`config.mk`:
```
export PLATFORM = sky130hd
export DESIGN_NAME = sram_arbiter
export DESIGN_NICKNAME = d
export VERILOG_FILES = /design/src/rtl/sram_arbiter.sv
export SDC_FILE = /design/constraint.sdc
export NUM_CORES = 1
export LEC_CHECK = 0
export ABC_AREA = 1
export BUFFER_PORTS_ARGS = -buffer_cell sky130_fd_sc_hd__buf_2
export CAP_MARGIN = 20
export CORE_MARGIN = 2
export CORE_UTILIZATION = 47
export CTS_BUF_LIST = sky130_fd_sc_hd__clkbuf_4 sky130_fd_sc_hd__clkbuf_8 sky130_fd_sc_hd__clkbuf_16
export DETAILED_ROUTE_END_ITERATION = 12
export PLACE_DENSITY = 0.79
export SLEW_MARGIN = 20
export SYNTH_ARGS = -nofsm -noshare
export SYNTH_HDL_FRONTEND = slang
export SYNTH_SLANG_ARGS = --single-unit
```
`constraint.sdc`:
```
create_clock -name clk -period 1.4 [get_ports clk]
set_input_delay 0.42 -clock clk [delete_from_list [all_inputs] [get_ports clk]]
set_output_delay 0.42 -clock clk [all_outputs]
set_load 0.01 [all_outputs]
```
`src/rtl/sram_arbiter.sv`:
```
// Two-client round-robin arbiter that serialises word read/write requests onto
// a level-sensitive SRAM controller command interface, with a completion watchdog.
module sram_arbiter #(
    parameter int AW      = 20,
    parameter int DW      = 32,
    parameter int TIMEOUT = 15
) (
    input  logic          clk,
    input  logic          rst,
    input  logic          c0_req,
    input  logic          c0_we,
    input  logic [AW-1:0] c0_addr,
    input  logic [DW-1:0] c0_wdata,
    output logic          c0_ack,
    output logic [DW-1:0] c0_rdata,
    input  logic          c1_req,
    input  logic          c1_we,
    input  logic [AW-1:0] c1_addr,
    input  logic [DW-1:0] c1_wdata,
    output logic          c1_ack,
    output logic [DW-1:0] c1_rdata,
    output logic          ram_read,
    output logic          ram_write,
    output logic [AW-1:0] ram_addr,
    output logic [DW-1:0] ram_wdata,
    input  logic          ram_done,
    input  logic [DW-1:0] ram_rdata,
    output logic          timeout_err,
    output logic [1:0]    dbg_state
);

    localparam int TW = $clog2(TIMEOUT + 1);

    typedef enum logic [1:0] {
        S_IDLE = 2'd0,
        S_CMD  = 2'd1,
        S_ACK  = 2'd2
    } state_t;

    state_t        state_q, state_d;
    logic          rr_ptr_q, rr_ptr_d;
    logic          gnt_q, gnt_d;
    logic [TW-1:0] timer_q, timer_d;
    logic          done_q;
    logic          ram_read_q, ram_read_d;
    logic          ram_write_q, ram_write_d;
    logic [AW-1:0] ram_addr_q, ram_addr_d;
    logic [DW-1:0] ram_wdata_q, ram_wdata_d;
    logic          c0_ack_q, c0_ack_d;
    logic          c1_ack_q, c1_ack_d;
    logic [DW-1:0] c0_rdata_q, c0_rdata_d;
    logic [DW-1:0] c1_rdata_q, c1_rdata_d;
    logic          timeout_err_q, timeout_err_d;

    logic done_edge;
    logic pick;
    logic pick_we;

    // A done level left high by the previous transaction must not complete this one.
    assign done_edge = ram_done & ~done_q;
    assign pick      = (c0_req & c1_req) ? ~rr_ptr_q : c1_req;
    assign pick_we   = pick ? c1_we : c0_we;

    always_comb begin
        state_d       = state_q;
        rr_ptr_d      = rr_ptr_q;
        gnt_d         = gnt_q;
        timer_d       = timer_q;
        ram_read_d    = ram_read_q;
        ram_write_d   = ram_write_q;
        ram_addr_d    = ram_addr_q;
        ram_wdata_d   = ram_wdata_q;
        c0_ack_d      = 1'b0;
        c1_ack_d      = 1'b0;
        c0_rdata_d    = c0_rdata_q;
        c1_rdata_d    = c1_rdata_q;
        timeout_err_d = timeout_err_q;

        case (state_q)
            S_IDLE: begin
                if (c0_req | c1_req) begin
                    gnt_d       = pick;
                    rr_ptr_d    = pick;
                    ram_addr_d  = pick ? c1_addr : c0_addr;
                    ram_wdata_d = pick ? c1_wdata : c0_wdata;
                    ram_read_d  = ~pick_we;
                    ram_write_d = pick_we;
                    timer_d     = '0;
                    state_d     = S_CMD;
                end
            end
            S_CMD: begin
                timer_d = timer_q + TW'(1);
                if (done_edge) begin
                    if (ram_read_q) begin
                        if (gnt_q) c1_rdata_d = ram_rdata;
                        else       c0_rdata_d = ram_rdata;
                    end
                    ram_read_d  = 1'b0;
                    ram_write_d = 1'b0;
                    c0_ack_d    = ~gnt_q;
                    c1_ack_d    = gnt_q;
                    state_d     = S_ACK;
                end else if (timer_q == TW'(TIMEOUT - 1)) begin
                    // Abort: the client still gets its ack so it never stalls forever.
                    ram_read_d    = 1'b0;
                    ram_write_d   = 1'b0;
                    timeout_err_d = 1'b1;
                    c0_ack_d      = ~gnt_q;
                    c1_ack_d      = gnt_q;
                    state_d       = S_ACK;
                end
            end
            S_ACK: begin
                state_d = S_IDLE;
            end
            default: begin
                state_d = S_IDLE;
            end
        endcase
    end

    always_ff @(posedge clk or negedge rst) begin
        if (!rst) begin
            state_q       <= S_IDLE;
            rr_ptr_q      <= 1'b1;
            gnt_q         <= 1'b0;
            timer_q       <= '0;
            done_q        <= 1'b0;
            ram_read_q    <= 1'b0;
            ram_write_q   <= 1'b0;
            ram_addr_q    <= '0;
            ram_wdata_q   <= '0;
            c0_ack_q      <= 1'b0;
            c1_ack_q      <= 1'b0;
            c0_rdata_q    <= '0;
            c1_rdata_q    <= '0;
            timeout_err_q <= 1'b0;
        end else begin
            state_q       <= state_d;
            rr_ptr_q      <= rr_ptr_d;
            gnt_q         <= gnt_d;
            timer_q       <= timer_d;
            done_q        <= ram_done;
            ram_read_q    <= ram_read_d;
            ram_write_q   <= ram_write_d;
            ram_addr_q    <= ram_addr_d;
            ram_wdata_q   <= ram_wdata_d;
            c0_ack_q      <= c0_ack_d;
            c1_ack_q      <= c1_ack_d;
            c0_rdata_q    <= c0_rdata_d;
            c1_rdata_q    <= c1_rdata_d;
            timeout_err_q <= timeout_err_d;
        end
    end

    assign c0_ack      = c0_ack_q;
    assign c1_ack      = c1_ack_q;
    assign c0_rdata    = c0_rdata_q;
    assign c1_rdata    = c1_rdata_q;
    assign ram_read    = ram_read_q;
    assign ram_write   = ram_write_q;
    assign ram_addr    = ram_addr_q;
    assign ram_wdata   = ram_wdata_q;
    assign timeout_err = timeout_err_q;
    assign dbg_state   = state_q;

endmodule

```
==> results of run 1 <==
## power by group through the flow
stage / combinational (mW) / sequential [mW] / clock, mW
5_1_grt: 6.99 / 6.53 / 4.66
3_3_place_gp: 5.87 / 6.33 / 0
2_1_floorplan: 2.52 / 7.06 / 0
4_1_cts: 6.10 / 6.33 / 4.45
6_report: 6.22 / 6.35 / 4.38
3_5_place_dp: 6.04 / 6.34 / 0
## per-layer routing
layer,global-route usage,up-vias
li1,-,2757
met1,0.311,2523
met2,0.415,258
met3,0.0630,30
met4,0.0854,4
met5,0,-
## flip-flops by register name, indices dropped and copies added, names as in the netlist
name and flops:
c1_rdata 32, c0_rdata 32, ram_wdata 32, ram_write 1, timer_q 4, done_q 1
ram_read 1, gnt_q 1, c1_ack 1, timeout_err 1, dbg_state 2, rr_ptr_q 1
c0_ack 1, ram_addr 20
## worst paths after layout
check / end / cells past startpoint / from / slack [ns]
max: ram_read / 1 / ram_read / -0.009
min: c1_rdata[4] / 3 / ram_rdata[4] / 0.24
max reg2reg: c1_rdata[14] / 6 / ram_read / 0.02
min reg2reg: c1_rdata[8] / 2 / c1_rdata[8] / 0.46
max in group asynchronous: ram_wdata[22] / 3 / rst / 0.47
min in group asynchronous: c0_rdata[21] / 2 / rst / 0.44
## what timing repair did
| item | 4_1_cts | 5_1_grt |
|---|---|---|
| buffers inserted | 2 | 2 |
| setup endpoints to repair | 7 | 38 |
| cloned | 0 | 2 |
| hold buffers | 1 | 0 |
| endpoints found under the hold margin | 14 | 0 |
| resized for setup | 2 | 7 |
## cell families after synthesis
kind of cell,after synthesis,share of synthesized area
compound gates,7,0.00856
xor+xnor,1,0.00154
fa+ha+maj,2,0.00439
buf+inv,45,0.0483
flops,130,0.571
simple gates,545,0.366
## cells in the final DEF, fill, tap and decap left out, types with 5 or more instances in the layout
cell type	count
inv_1	7
nand3_1	8
buf_2	262
o21ai_0	5
dfrtp_1	129
buf_4	17
buf_12	8
nand2_1	525
clkbuf_16	19
## synth_stat cells (all sizes together)
library cell / n
dfstp: 1
buf: 31
nand3: 8
nand2: 529
o21bai: 1
xnor2: 1
clkbuf: 2
a21oi: 1
o21ai: 5
nand4: 1
inv: 12
dfrtp: 129
ha: 2
nor2: 7
## layout make-up
| type | instances | area (sq um) | area share |
|---|---|---|---|
| repair buffers | 294 | 1700 | 0.214 |
| flip-flops and latches | 130 | 3250 | 0.409 |
| clock inverters | 14 | 153 | 0.0192 |
| multi-input cells | 555 | 2180 | 0.274 |
| inverters | 12 | 50.0 | 0.00629 |
| well taps | 147 | 184 | 0.0231 |
| clock buffers | 18 | 439 | 0.0552 |
==> summary.txt, run 1 <==
Status
  • Status: complete, but fails checks
  • Failing checks: negative setup slack

Synthesis
  • Ys Warns: 0
  • Synthesized area per cell: about 7.8 sq um
  • Cell accounting for the most synthesized area: dfrtp_1
  • Synthesized net count: approximately 900
  • Synth top area share: 0.567
  • Synth Cell Area: ~5700 sq um
  • Post-synthesis register bit count: 130
  • Synth unique cells: 19
  • Mapped Cells: 730
  • Register area share after synthesis: 0.571
  • Area contributors post-synth: dfrtp_1 (57%), nand2_1 (35%), buf_4 (1.6%), buf_6 (1.2%), buf_2 (1.1%)

Layout
  • Final non-filler cell total: about 1.2k
  • Share of layout cells above drive strength 1: 0.331
  • Filler cell count: approximately 1.0k
  • Util after Layout: 0.668
  • Ant. Diodes: 0
  • Area grow syn2layout: 39.7%
  • Fin area: roughly 8000 sq um
  • NumNets Final: about 1.2k

Timing
  • Worst Max-Slew Pin Slew: 0.327 ns
  • Final period utilization: 1.01
  • Final setup violation count: 1
  • Fin Setup TNS: -0.00939 ns
  • Final worst slack: -0.00939 ns
  • Final Max Slew Viols: 0
  • Hold Fails Final Rpt: 0
  • Period minus WS final: ~1.4 ns
  • Fmax: between 0.7 and 0.8 GHz
  • Clock skew: around 0.0086 ns
  • Worst slew margin: 0.782
  • Hold Slack: roughly 0.24 ns
  • RSZ-0062 raised after global routing: true

Detailed routing
  • DR top layer: met5
  • Wire length on met3: 1.11 mm
  • Vias/cell: about 4.8
  • Iter 0 DRT Violations: 556
  • 1st-pass router iterations: 7
  • Post-route met1 wirelength: 6.67 mm
  • Post-route DRC: 0
  • Routed WL: around 16 mm
  • DR WL/cell: about 14 um
  • DR WL met2: ~7.9 mm
  • Post-route ant nets: 0
  • Vias: 5572

Critical path
  • CP Cell Sequence: buf_6
  • Crit-path max FO: 3
  • Slowest cell on the critical path: dfrtp_1
  • Top delay family on crit path: flip-flops
  • Crit path required time: 0.98 ns
  • Crit Path Category: reg -> out
  • Crit-path max cell delay: about 0.44 ns
  • Critical path launch point type: register
  • Arrival time worst endpoint: between 0.9 and 1 ns
  • CP bufs+invs: 1
  • Critical Path Sink Type: output port

Global routing
  • GRT overflow: 0
  • Number of global-route vias before repair: about 5.2k
  • First-pass GRT wire length: 25.1 mm
  • Tot GR Track Use: 0.246
  • Largest net degree at the start of global routing: 49
  • Antenna violations before repair: 2

Pwr
  • Int Pwr: between 10 and 15 mW
  • Pwr/cell area: approximately 2100 nW/um^2
  • P_leak: around 4.9 nW
  • Power Total: 17.0 mW
  • Peak supply drop: a little under 0.0009 V
  • Clock power frac: 0.258
  • Gate power share: 0.367
  • Sw Share: 0.372
  • Reg power frac: 0.375
  • Net load switching power: ~6.3 mW

Die
  • Initial Util: 0.478
  • Die area: ~13000 sq um
  • FP Rows: 40
  • IO Pins: approximately 270
  • Chip Width: 114 um
  • Placeable Area: around 12000 sq um
  • Die Y: about 110 um

Clocking
  • TritonCTS clock tree: yes
  • Htree depth: 4
  • Largest buffer count on any clock path: 2
  • Num CTS Buffers: 17
  • Clock Pin Slew Worst Setup and Hold Paths: 0.06 ns
  • Clock Latency Late Sink: between 0.4 and 0.5 ns
  • Clock sink count: 130
  • Root Driver: clkbuf_16

Placement
  • Pre-CTS setup slack: -0.0828 ns
  • Placer Congestion: 0.804
  • Cell area after placement: 7240 sq um
  • Placed cells: ~1.1k
  • Buffers on Ports: approximately 270
  • Hpwl dp: ~11 mm

Min path
  • HP Class: in -> reg

Run
  • Max_cap viols: 0
Power figures use the tool's default switching activity.
==> run 2, diff against run 1 <==
--- a/config.mk
+++ b/config.mk
@@ -6,7 +6,7 @@
 export NUM_CORES = 1
 export LEC_CHECK = 0
 export ABC_AREA = 1
-export BUFFER_PORTS_ARGS = -buffer_cell sky130_fd_sc_hd__buf_2
+export BUFFER_PORTS_ARGS = -buffer_cell sky130_fd_sc_hd__buf_4
 export CAP_MARGIN = 20
 export CORE_MARGIN = 2
 export CORE_UTILIZATION = 47
==> summary.txt, run 2 (synthesized netlist as in run 1, its figures left out) <==
Critical path
  • Crit path required time: 0.98 ns (about the same)
  • Arrival time worst endpoint: 0.98 ns (about the same)
  • Crit-path max FO: 3 (unchanged)
  • CP bufs+invs: 1 (unchanged)
  • Worst R2R Setup Slack: 0.08 ns (+0.06 ns)
  • Slowest cell on the critical path: dfrtp_2
  • Top delay family on crit path: flip-flops
  • CP Cell Sequence: buf_6
  • Crit Path Category: reg -> out
  • Crit-path max cell delay: 0.44 ns (about the same)
  • Critical path launch point type: register
  • Critical Path Sink Type: output port

Clocking
  • Clock Latency Late Sink: 0.42 ns (about the same)
  • Root Driver: clkbuf_16
  • Clock Pin Slew Worst Setup and Hold Paths: 0.06 ns (about the same)
  • Num CTS Buffers: 17 (unchanged)
  • Htree depth: 4 (unchanged)
  • Largest buffer count on any clock path: 2 (unchanged)
  • TritonCTS clock tree: yes
  • Clock sink count: 130 (unchanged)

Timing
  • RSZ-0062 raised after global routing: true
  • Fin Setup TNS: 0 ns (+0.00939 ns)
  • Fmax: 0.717 GHz (+1.0%)
  • Final setup violation count: 0 (-1)
  • Worst slew margin: 0.712 (-0.0697)
  • Worst Max-Slew Pin Slew: 0.432 ns (+0.105 ns)
  • Final Max Slew Viols: 0 (unchanged)
  • Hold Slack: 0.221 ns (-0.0144 ns)
  • Clock skew: 0.00877 ns (+0.000184 ns)
  • Hold Fails Final Rpt: 0 (unchanged)
  • Period minus WS final: 1.40 ns (-0.0139 ns)
  • Final period utilization: 0.997 (-0.00996)

Die
  • Placeable Area: 11900 sq um (unchanged)
  • FP Rows: 40 (unchanged)
  • IO Pins: 266 (unchanged)
  • Die Y: 114 um (unchanged)
  • Initial Util: 0.478 (unchanged)
  • Chip Width: 114 um (unchanged)
  • Die area: 13000 sq um (unchanged)

Global routing
  • Antenna violations before repair: 0 (-2)
  • Number of global-route vias before repair: 5621 (+7.8%)
  • Largest net degree at the start of global routing: 43 (-12%)
  • Tot GR Track Use: 0.267 (+0.0209)
  • GRT overflow: 0 (unchanged)
  • First-pass GRT wire length: 27.3 mm (+8.8%)

Detailed routing
  • Post-route DRC: 0 (unchanged)
  • Vias: 5734 (+2.9%)
  • Wire length on met3: 1.40 mm (+26%)
  • Iter 0 DRT Violations: 382 (-31%)
  • 1st-pass router iterations: 5 (-2)
  • Routed WL: 17.2 mm (+7.1%)
  • Post-route met1 wirelength: 6.74 mm (+0.97%)
  • Vias/cell: 4.83 (+1.4%)
  • DR WL met2: 8.66 mm (+9.3%)
  • DR top layer: met4
  • Post-route ant nets: 0 (unchanged)
  • DR WL/cell: 14.5 um (+5.5%)

Layout
  • Fin area: 8870 sq um (+11%)
  • NumNets Final: 1172 (+1.5%)
  • Multi-input gate area: 2180 sq um (+0.11%)
  • Commonest non-fill, non-tap cell in the layout: nand2_1
  • Area grow syn2layout: 55.7%
  • Commonest cells after routing, fill and taps aside: nand2_1 (524), buf_4 (275), dfrtp_1 (128)
  • Util after Layout: 0.745 (+0.0765)
  • Share of layout cells above drive strength 1: 0.344 (+0.0129)
  • Register area: 3260 sq um (about the same)
  • Ant. Diodes: 0 (unchanged)
  • Filler cell count: 900 (-14%)

Pwr
  • Peak supply drop: 0.00104 V (+19%)
  • P_leak: 5.18 nW (+6.3%)
  • Pwr/cell area: 2090 nW/um^2 (-1.6%)
  • Power Total: 18.6 mW (+9.6%)

Placement
  • Hpwl dp: 11.9 mm (+4.6%)
  • Placer Congestion: 0.818 (+1.7%)
  • Cell area after placement: 7960 sq um (+9.9%)
  • Buffers on Ports: 265 (unchanged)

Run
  • Max_cap viols: 0 (unchanged)

Status
  • Status: completed

Min path
  • HP Class: in -> reg
-- run 2: timing repair --
| action | in CTS | in global routing |
|---|---|---|
| setup buffers | 2 | 18 |
| hold buffers | 1 | 0 |
| cloned | 0 | 2 |
| gates resized for setup | 7 | 21 |
| setup endpoints to repair | 6 | 63 |
| hold endpoints to repair | 30 | 0 |
| pin swaps | 0 | 0 |
-- run 2: metrics by stage --
step / setup slack, ns / cells
2_1_floorplan: 0.146 / 730
3_3_place_gp: -0.0295 / 1132
3_5_place_dp: -0.0994 / 1132
4_1_cts: -0.0314 / 1167
5_1_grt: -0.0484 / 1187
6_report: 0.00456 / 1187
-- run 2: area by class of cell --
cell class	instances	area share
multi-input cells	555	0.246
inverters	12	0.00564
clock inverters	14	0.0183
flip-flops and latches	130	0.367
repair buffers	311	0.293
well taps	147	0.0207
clock buffers	18	0.0495
-- run 2: final timing paths --
check	from	endpoint	cells after the start
max	dbg_state[1]	dbg_state[1]	1
min	ram_rdata[18]	c0_rdata[18]	3
max reg2reg	dbg_state[1]	c1_rdata[20]	7
min reg2reg	c1_rdata[26]	c1_rdata[26]	2
max in group asynchronous	rst	dbg_state[1]	3
min in group asynchronous	rst	c1_rdata[27]	2
-- run 2: power breakdown --
| part | switching [mW] | internal [mW] | leakage, nW |
|---|---|---|---|
| sequential | 1.05 | 5.42 | 1.65 |
| combinational | 3.83 | 3.80 | 3.24 |
| clock | 1.66 | 2.83 | 0.288 |
-- run 2: per-layer routing --
| metal | up-vias | track usage |
|---|---|---|
| li1 | 2805 | - |
| met2 | 245 | 0.453 |
| met1 | 2653 | 0.327 |
| met3 | 31 | 0.0709 |
| met4 | 0 | 0.107 |
| met5 | - | 0 |
